===== config.mk =====
export PLATFORM = sky130hd
export DESIGN_NAME = sha256_round_ctrl_flat
export DESIGN_NICKNAME = d
export VERILOG_FILES = /design/src/rtl/sha256_round_ctrl_if.sv /design/src/rtl/sha256_round_ctrl.sv /design/src/flat_wrapper.sv
export SDC_FILE = /design/constraint.sdc
export NUM_CORES = 2
export LEC_CHECK = 0
export BUFFER_PORTS_ARGS = -buffer_cell sky130_fd_sc_hd__buf_2
export CORE_ASPECT_RATIO = 1.5
export CORE_MARGIN = 4
export CORE_UTILIZATION = 50
export CTS_CLUSTER_SIZE = 30
export DETAILED_ROUTE_END_ITERATION = 6
export GPL_TIMING_DRIVEN = 0
export PLACE_DENSITY = 0.72
export SLEW_MARGIN = 20
export SYNTH_ARGS = -nofsm -noshare
export SYNTH_HDL_FRONTEND = slang
export SYNTH_SLANG_ARGS = --single-unit

===== constraint.sdc =====
create_clock -name clk -period 16.8 [get_ports clk]
set_input_delay 1.68 -clock clk [delete_from_list [all_inputs] [get_ports clk]]
set_output_delay 1.68 -clock clk [all_outputs]
set_load 0.02 [all_outputs]

===== src/rtl/sha256_round_ctrl_if.sv =====
// Message-word stream and digest bus between the padder, the SHA-256
// round controller and the digest consumer.
interface sha256_round_ctrl_if;
  logic         start;
  logic         first_blk;
  logic         w_valid;
  logic [31:0]  w_data;
  logic         w_ready;
  logic         busy;
  logic         done;
  logic [255:0] digest;

  // Upstream side: padder/host issuing blocks and words.
  modport master (
    output start, first_blk, w_valid, w_data,
    input  w_ready, busy, done, digest
  );

  // Controller side.
  modport slave (
    input  start, first_blk, w_valid, w_data,
    output w_ready, busy, done, digest
  );
endinterface


===== src/rtl/sha256_round_ctrl.sv =====
// SHA-256 compression sequencer: accepts sixteen message words, runs 64
// rounds at one round per cycle, then folds the working variables into the
// chaining value and publishes the digest.
module sha256_round_ctrl (
  input  logic               clk,
  input  logic               rst,
  sha256_round_ctrl_if.slave bus
);

  typedef enum logic [1:0] {IDLE, ROUND, FINAL} state_t;

  // Eight 32-bit words, index 0 (H0 / A) in the most significant slot.
  typedef logic [0:7][31:0] octet_t;

  localparam octet_t IV = {
    32'h6a09e667, 32'hbb67ae85, 32'h3c6ef372, 32'ha54ff53a,
    32'h510e527f, 32'h9b05688c, 32'h1f83d9ab, 32'h5be0cd19
  };

  localparam logic [31:0] K [64] = '{
    32'h428a2f98, 32'h71374491, 32'hb5c0fbcf, 32'he9b5dba5, 32'h3956c25b, 32'h59f111f1, 32'h923f82a4, 32'hab1c5ed5,
    32'hd807aa98, 32'h12835b01, 32'h243185be, 32'h550c7dc3, 32'h72be5d74, 32'h80deb1fe, 32'h9bdc06a7, 32'hc19bf174,
    32'he49b69c1, 32'hefbe4786, 32'h0fc19dc6, 32'h240ca1cc, 32'h2de92c6f, 32'h4a7484aa, 32'h5cb0a9dc, 32'h76f988da,
    32'h983e5152, 32'ha831c66d, 32'hb00327c8, 32'hbf597fc7, 32'hc6e00bf3, 32'hd5a79147, 32'h06ca6351, 32'h14292967,
    32'h27b70a85, 32'h2e1b2138, 32'h4d2c6dfc, 32'h53380d13, 32'h650a7354, 32'h766a0abb, 32'h81c2c92e, 32'h92722c85,
    32'ha2bfe8a1, 32'ha81a664b, 32'hc24b8b70, 32'hc76c51a3, 32'hd192e819, 32'hd6990624, 32'hf40e3585, 32'h106aa070,
    32'h19a4c116, 32'h1e376c08, 32'h2748774c, 32'h34b0bcb5, 32'h391c0cb3, 32'h4ed8aa4a, 32'h5b9cca4f, 32'h682e6ff3,
    32'h748f82ee, 32'h78a5636f, 32'h84c87814, 32'h8cc70208, 32'h90befffa, 32'ha4506ceb, 32'hbef9a3f7, 32'hc67178f2
  };

  function automatic logic [31:0] rotr(input logic [31:0] x, input int n);
    return (x >> n) | (x << (32 - n));
  endfunction

  function automatic logic [31:0] ch(input logic [31:0] x, y, z);
    return (x & y) ^ (~x & z);
  endfunction

  function automatic logic [31:0] maj(input logic [31:0] x, y, z);
    return (x & y) ^ (x & z) ^ (y & z);
  endfunction

  function automatic logic [31:0] big_sig0(input logic [31:0] x);
    return rotr(x, 2) ^ rotr(x, 13) ^ rotr(x, 22);
  endfunction

  function automatic logic [31:0] big_sig1(input logic [31:0] x);
    return rotr(x, 6) ^ rotr(x, 11) ^ rotr(x, 25);
  endfunction

  function automatic logic [31:0] sml_sig0(input logic [31:0] x);
    return rotr(x, 7) ^ rotr(x, 18) ^ (x >> 3);
  endfunction

  function automatic logic [31:0] sml_sig1(input logic [31:0] x);
    return rotr(x, 17) ^ rotr(x, 19) ^ (x >> 10);
  endfunction

  state_t       state_q, state_d;
  logic [5:0]   t_q;
  octet_t       wv_q;       // working variables A..H
  octet_t       chain_q;    // chaining value latched at start
  octet_t       digest_q;
  logic [31:0]  win_q [16]; // W(t-16) in slot 0 .. W(t-1) in slot 15
  logic         done_q;

  logic         load;
  logic         round_en;
  logic         w_ready_c;
  logic [31:0]  wt, t1, t2;

  // State register; reset wins over everything, including start.
  always_ff @(posedge clk) begin
    // NOTE: every clocked process uses non-blocking assignments so that all
    // registers update from values sampled before the edge.
    if (rst) state_q <= IDLE;
    else     state_q <= state_d;
  end

  // Next-state decode; w_ready depends only on registered state and t.
  always_comb begin
    // NOTE: all outputs of this block get a default first, so no path can
    // leave them unassigned and infer a latch.
    state_d   = state_q;
    load      = 1'b0;
    round_en  = 1'b0;
    w_ready_c = 1'b0;
    unique case (state_q)
      IDLE: begin
        if (bus.start) begin
          load    = 1'b1;
          state_d = ROUND;
        end
      end
      ROUND: begin
        if (t_q < 6'd16) begin
          w_ready_c = 1'b1;
          round_en  = bus.w_valid;
        end else begin
          round_en  = 1'b1;
        end
        if (round_en && t_q == 6'd63) state_d = FINAL;
      end
      FINAL:   state_d = IDLE;
      default: state_d = IDLE;
    endcase
  end

  // Round datapath: message word select, schedule expansion and T1/T2.
  always_comb begin
    wt = bus.w_data;
    if (t_q >= 6'd16)
      wt = sml_sig1(win_q[14]) + win_q[9] + sml_sig0(win_q[1]) + win_q[0];
    t1 = wv_q[7] + big_sig1(wv_q[4]) + ch(wv_q[4], wv_q[5], wv_q[6]) + K[t_q] + wt;
    t2 = big_sig0(wv_q[0]) + maj(wv_q[0], wv_q[1], wv_q[2]);
  end

  // Working variables, schedule window, round counter, digest and done.
  always_ff @(posedge clk) begin
    if (rst) begin
      t_q      <= '0;
      wv_q     <= '0;
      chain_q  <= IV;
      digest_q <= IV;
      done_q   <= 1'b0;
      // NOTE: the schedule window is a small register file, not a RAM, so it
      // is cleared explicitly here to give a known state after reset.
      for (int i = 0; i < 16; i++) win_q[i] <= '0;
    end else begin
      done_q <= (state_q == FINAL);
      if (load) begin
        t_q     <= '0;
        wv_q    <= bus.first_blk ? IV : digest_q;
        chain_q <= bus.first_blk ? IV : digest_q;
      end else if (round_en) begin
        t_q  <= t_q + 6'd1;
        wv_q <= {t1 + t2, wv_q[0], wv_q[1], wv_q[2],
                 wv_q[3] + t1, wv_q[4], wv_q[5], wv_q[6]};
        for (int i = 0; i < 15; i++) win_q[i] <= win_q[i + 1];
        win_q[15] <= wt;
      end
      if (state_q == FINAL) begin
        for (int i = 0; i < 8; i++) digest_q[i] <= chain_q[i] + wv_q[i];
      end
    end
  end

  assign bus.w_ready = w_ready_c;
  assign bus.busy    = (state_q != IDLE);
  assign bus.done    = done_q;
  assign bus.digest  = digest_q;

endmodule


===== src/flat_wrapper.sv =====
// flat-port wrapper written by rule: the top's interface ports become plain ports
module sha256_round_ctrl_flat 
  (clk, rst, bus_start, bus_first_blk, bus_w_valid, bus_w_data, bus_w_ready, bus_busy, bus_done, bus_digest);
  sha256_round_ctrl_if bus_i ();
  input  logic clk;
  input  logic rst;
  input wire logic [$bits(bus_i.start)-1:0] bus_start;
  input wire logic [$bits(bus_i.first_blk)-1:0] bus_first_blk;
  input wire logic [$bits(bus_i.w_valid)-1:0] bus_w_valid;
  input wire logic [$bits(bus_i.w_data)-1:0] bus_w_data;
  output wire logic [$bits(bus_i.w_ready)-1:0] bus_w_ready;
  output wire logic [$bits(bus_i.busy)-1:0] bus_busy;
  output wire logic [$bits(bus_i.done)-1:0] bus_done;
  output wire logic [$bits(bus_i.digest)-1:0] bus_digest;
  assign bus_i.start = bus_start;
  assign bus_i.first_blk = bus_first_blk;
  assign bus_i.w_valid = bus_w_valid;
  assign bus_i.w_data = bus_w_data;
  assign bus_w_ready = bus_i.w_ready;
  assign bus_busy = bus_i.busy;
  assign bus_done = bus_i.done;
  assign bus_digest = bus_i.digest;
  sha256_round_ctrl u_core (.clk(clk), .rst(rst), .bus(bus_i));
endmodule

==> impl_metrics.toml <==
[die]
rows = 172
die_h_um = 478
coreArea_mm2 = 0.146
initial_utilization_pct = 50.2
io_pins = 296
dieArea_mm2 = 0.153
fp.dieW_um = 321

[placed_design]
gp_congestion = 1.13
port_buffers = 295
dpl_cell_area_mm2 = 0.0782
dpl.hpwl_mm = 301

[logic_synthesis]
ys_top_cells_by_count = "957 x nand2_1, 777 x dfxtp_1, 727 x nor2_1, 691 x a21oi_1, 512 x edfxtp_1"
synth_nets = 8652
seq_area_frac_synth_pct = 42.1
synthTopCellsByArea = "dfxtp_1 21%, edfxtp_1 21%, ha_1 6.9%, fa_1 5.3%, nand2_1 4.9%"
syn_area_mm2 = 0.0735
synth.top_cell.area_share_pct = 21.2
yosysMostFrequentCell = "nand2_1"
yosys.area.top_type = "dfxtp_1"
async_reset_ff_share_pct = 0
synthFlopType = "dfxtp_1"
synth_edf_count = 512
synthDistinctLibCells = 85
synth_cells = 8017
synth.avg_cell_area_um2 = 9.17
yosysWarnings = 0
ys_seq_elements = 1289

[setup_path]
crit_slowest_cell = "xor2_1"
critPathCaptureType = "flop"
regToRegStartpoint = "u_core.t_q[1]"
path_buf_inv = 9
cp-start-kind = "flop"
cpMostUsedCell = "inv_1"
cp.depth = 38
worstSetupEndpoint = "u_core.wv_q[254]"
crit_arrival_ps = 13830
path_class = "reg -> reg"
required_ps = 17500
slowest_delay_ps = 970
reg2reg_slack_ps = 3670
cpLargestDelayFamily = "adder cells"
cp_max_fo = 10
worstReg2RegEnd = "u_core.wv_q[254]"
crit_path_start = "u_core.t_q[1]"
reg2reg_depth = 38

[finish]
num-nets-final = 9111
final_area_mm2 = 0.0833
drive_above_1_share_pct = 7.93
syn2layout_area_growth_pct = 13.3

[flow_run]
max-cap-violations = 0

[timing]
drv_slew = 0
setup_viol = 0
clock_skew_ps = 50.9
maxSlewHeadroom_pct = 1.32
finalHoldViolCount = 0
rsz0062_at_grt = "false"
holdWs_ps = 450
fin_crit_ps = 13130
timing.final.crit_share_pct = 78.1
worst_pin_slew_ps = 1470
tns_ps = 0
timing.fmax_mhz = 76.2

[global_route]
grt_pass1_wl_mm = 524
overflow = 0
antenna_found_initial = 48
grt_max_degree = 65
grt_pass1_vias = 66578
grt.total_usage_pct = 49.6

[min_path]
hold_path_depth = 2
min_path_type = "reg -> reg"

[detailed_routing]
drc = 7
dr.max_layer_used = "met5"
routed_wl_mm = 388
first_pass_iters = 7
wl_met1_mm = 121
vias = 69264
wl_per_cell_um = 36.8
routed_via_density = 6.57
ant_nets = 0
routed-wl-met3_mm = 43.0
routed-wl-met2_mm = 169
drt_iter0_drc = 9229

[status]
violations = "design-rule violations"
status = "finished, violations left"

[clocking]
holdBufCountCts = 0
clkSinkCount = 1289
postCtsResizedCells = 0
postCtsSetupBuffers = 0
cts_tree = "done"
clock_latency_ps = 870
clk_path_buf_depth = 3
path_clk_slew_ps = 60
cts_max_level = 4
cts_buffers = 133
cts_root_buf = "clkbuf_16"
## stage by stage
stage               util (%)  cells  setup slack (ps)
finish                  56.9  10540              3670
global route            56.9  10511              3750
CTS                     56.8  10499              4310
detailed placement      53.5  10254              4380
global placement        52.9  10226             -3410
floorplan                  -   8017              2320
## layout by cell type, fill, tap and decap left out, types with 85 or more instances in the layout
cell,synthesis,routed
nor2_1,727,722
xor2_1,187,182
a211oi_1,86,85
xnor2_1,378,365
nor3_1,95,95
clkbuf_16,0,134
a21o_1,158,158
ha_1,403,403
a21oi_1,691,691
clkbuf_1,432,387
nand3_1,97,97
o21ai_0,499,498
inv_1,342,342
dfxtp_1,777,777
buf_2,1,306
nand2_1,957,955
fa_1,195,195
and2_1,326,326
nor2b_1,216,216
edfxtp_1,512,512
o211ai_1,99,99
## per-layer routing
metal  up-vias  GRT usage [%]
li1      28871              -
met1     33160           50.4
met2      5168           76.3
met3      2043           17.6
met4        22           52.8
met5         -          0.349
## state kept, by name, summed over array words and instances, names as in the netlist
name               flops
u_core.wv_q          256
u_core.state_q         2
u_core.bus.digest    256
u_core.t_q             6
u_core.win_q         512
u_core.bus.done        1
u_core.chain_q       256
## cell families after synthesis
logic type,count (synthesis),share of synthesized area (%)
and+or+nand+nor,2651,16.6
muxes,53,0.844
AOI/OAI and AO/OA,2036,17.2
buffers and inverters,807,4.12
xor gates and xnor gates,565,6.73
DFF,1289,42.1
adders and majority gates,616,12.4
## layout make-up
cell class,instances,area [um^2]
diodes,40,100
multi-input cells,5921,39800
inverters,346,1300
clock inverters,76,1200
well taps,1914,2390
repair buffers,324,2120
clock buffers,169,3660
fillers,13151,63000
plain buffers,461,1820
flip-flops and latches,1289,30900
## worst register-to-register path, delay by kind of cell, from the launching register on
family                   cells  cell delay, ps
adder cells (fa/ha/maj)      8            3640
AO/OA/AOI/OAI               12            3460
AND/OR/NAND/NOR              7            1780
flip-flops                   1             550
XOR/XNOR                     2            1580
buffers and inverters        9            2030
## how the worst min path moves through the flow
| stage | startpoint | end |
|---|---|---|
| 2_1_floorplan | u_core.chain_q[130] | u_core.chain_q[130] |
| 3_3_place_gp | u_core.chain_q[87] | u_core.chain_q[87] |
| 3_5_place_dp | u_core.chain_q[180] | u_core.chain_q[180] |
| 4_1_cts | u_core.chain_q[180] | u_core.chain_q[180] |
| 5_1_grt | u_core.chain_q[52] | u_core.chain_q[52] |
| 6_report | u_core.chain_q[85] | u_core.chain_q[85] |
Power is left out: the tool's default activity adds up to more than one toggle a clock period on the data nets, which glitch-free logic cannot reach.
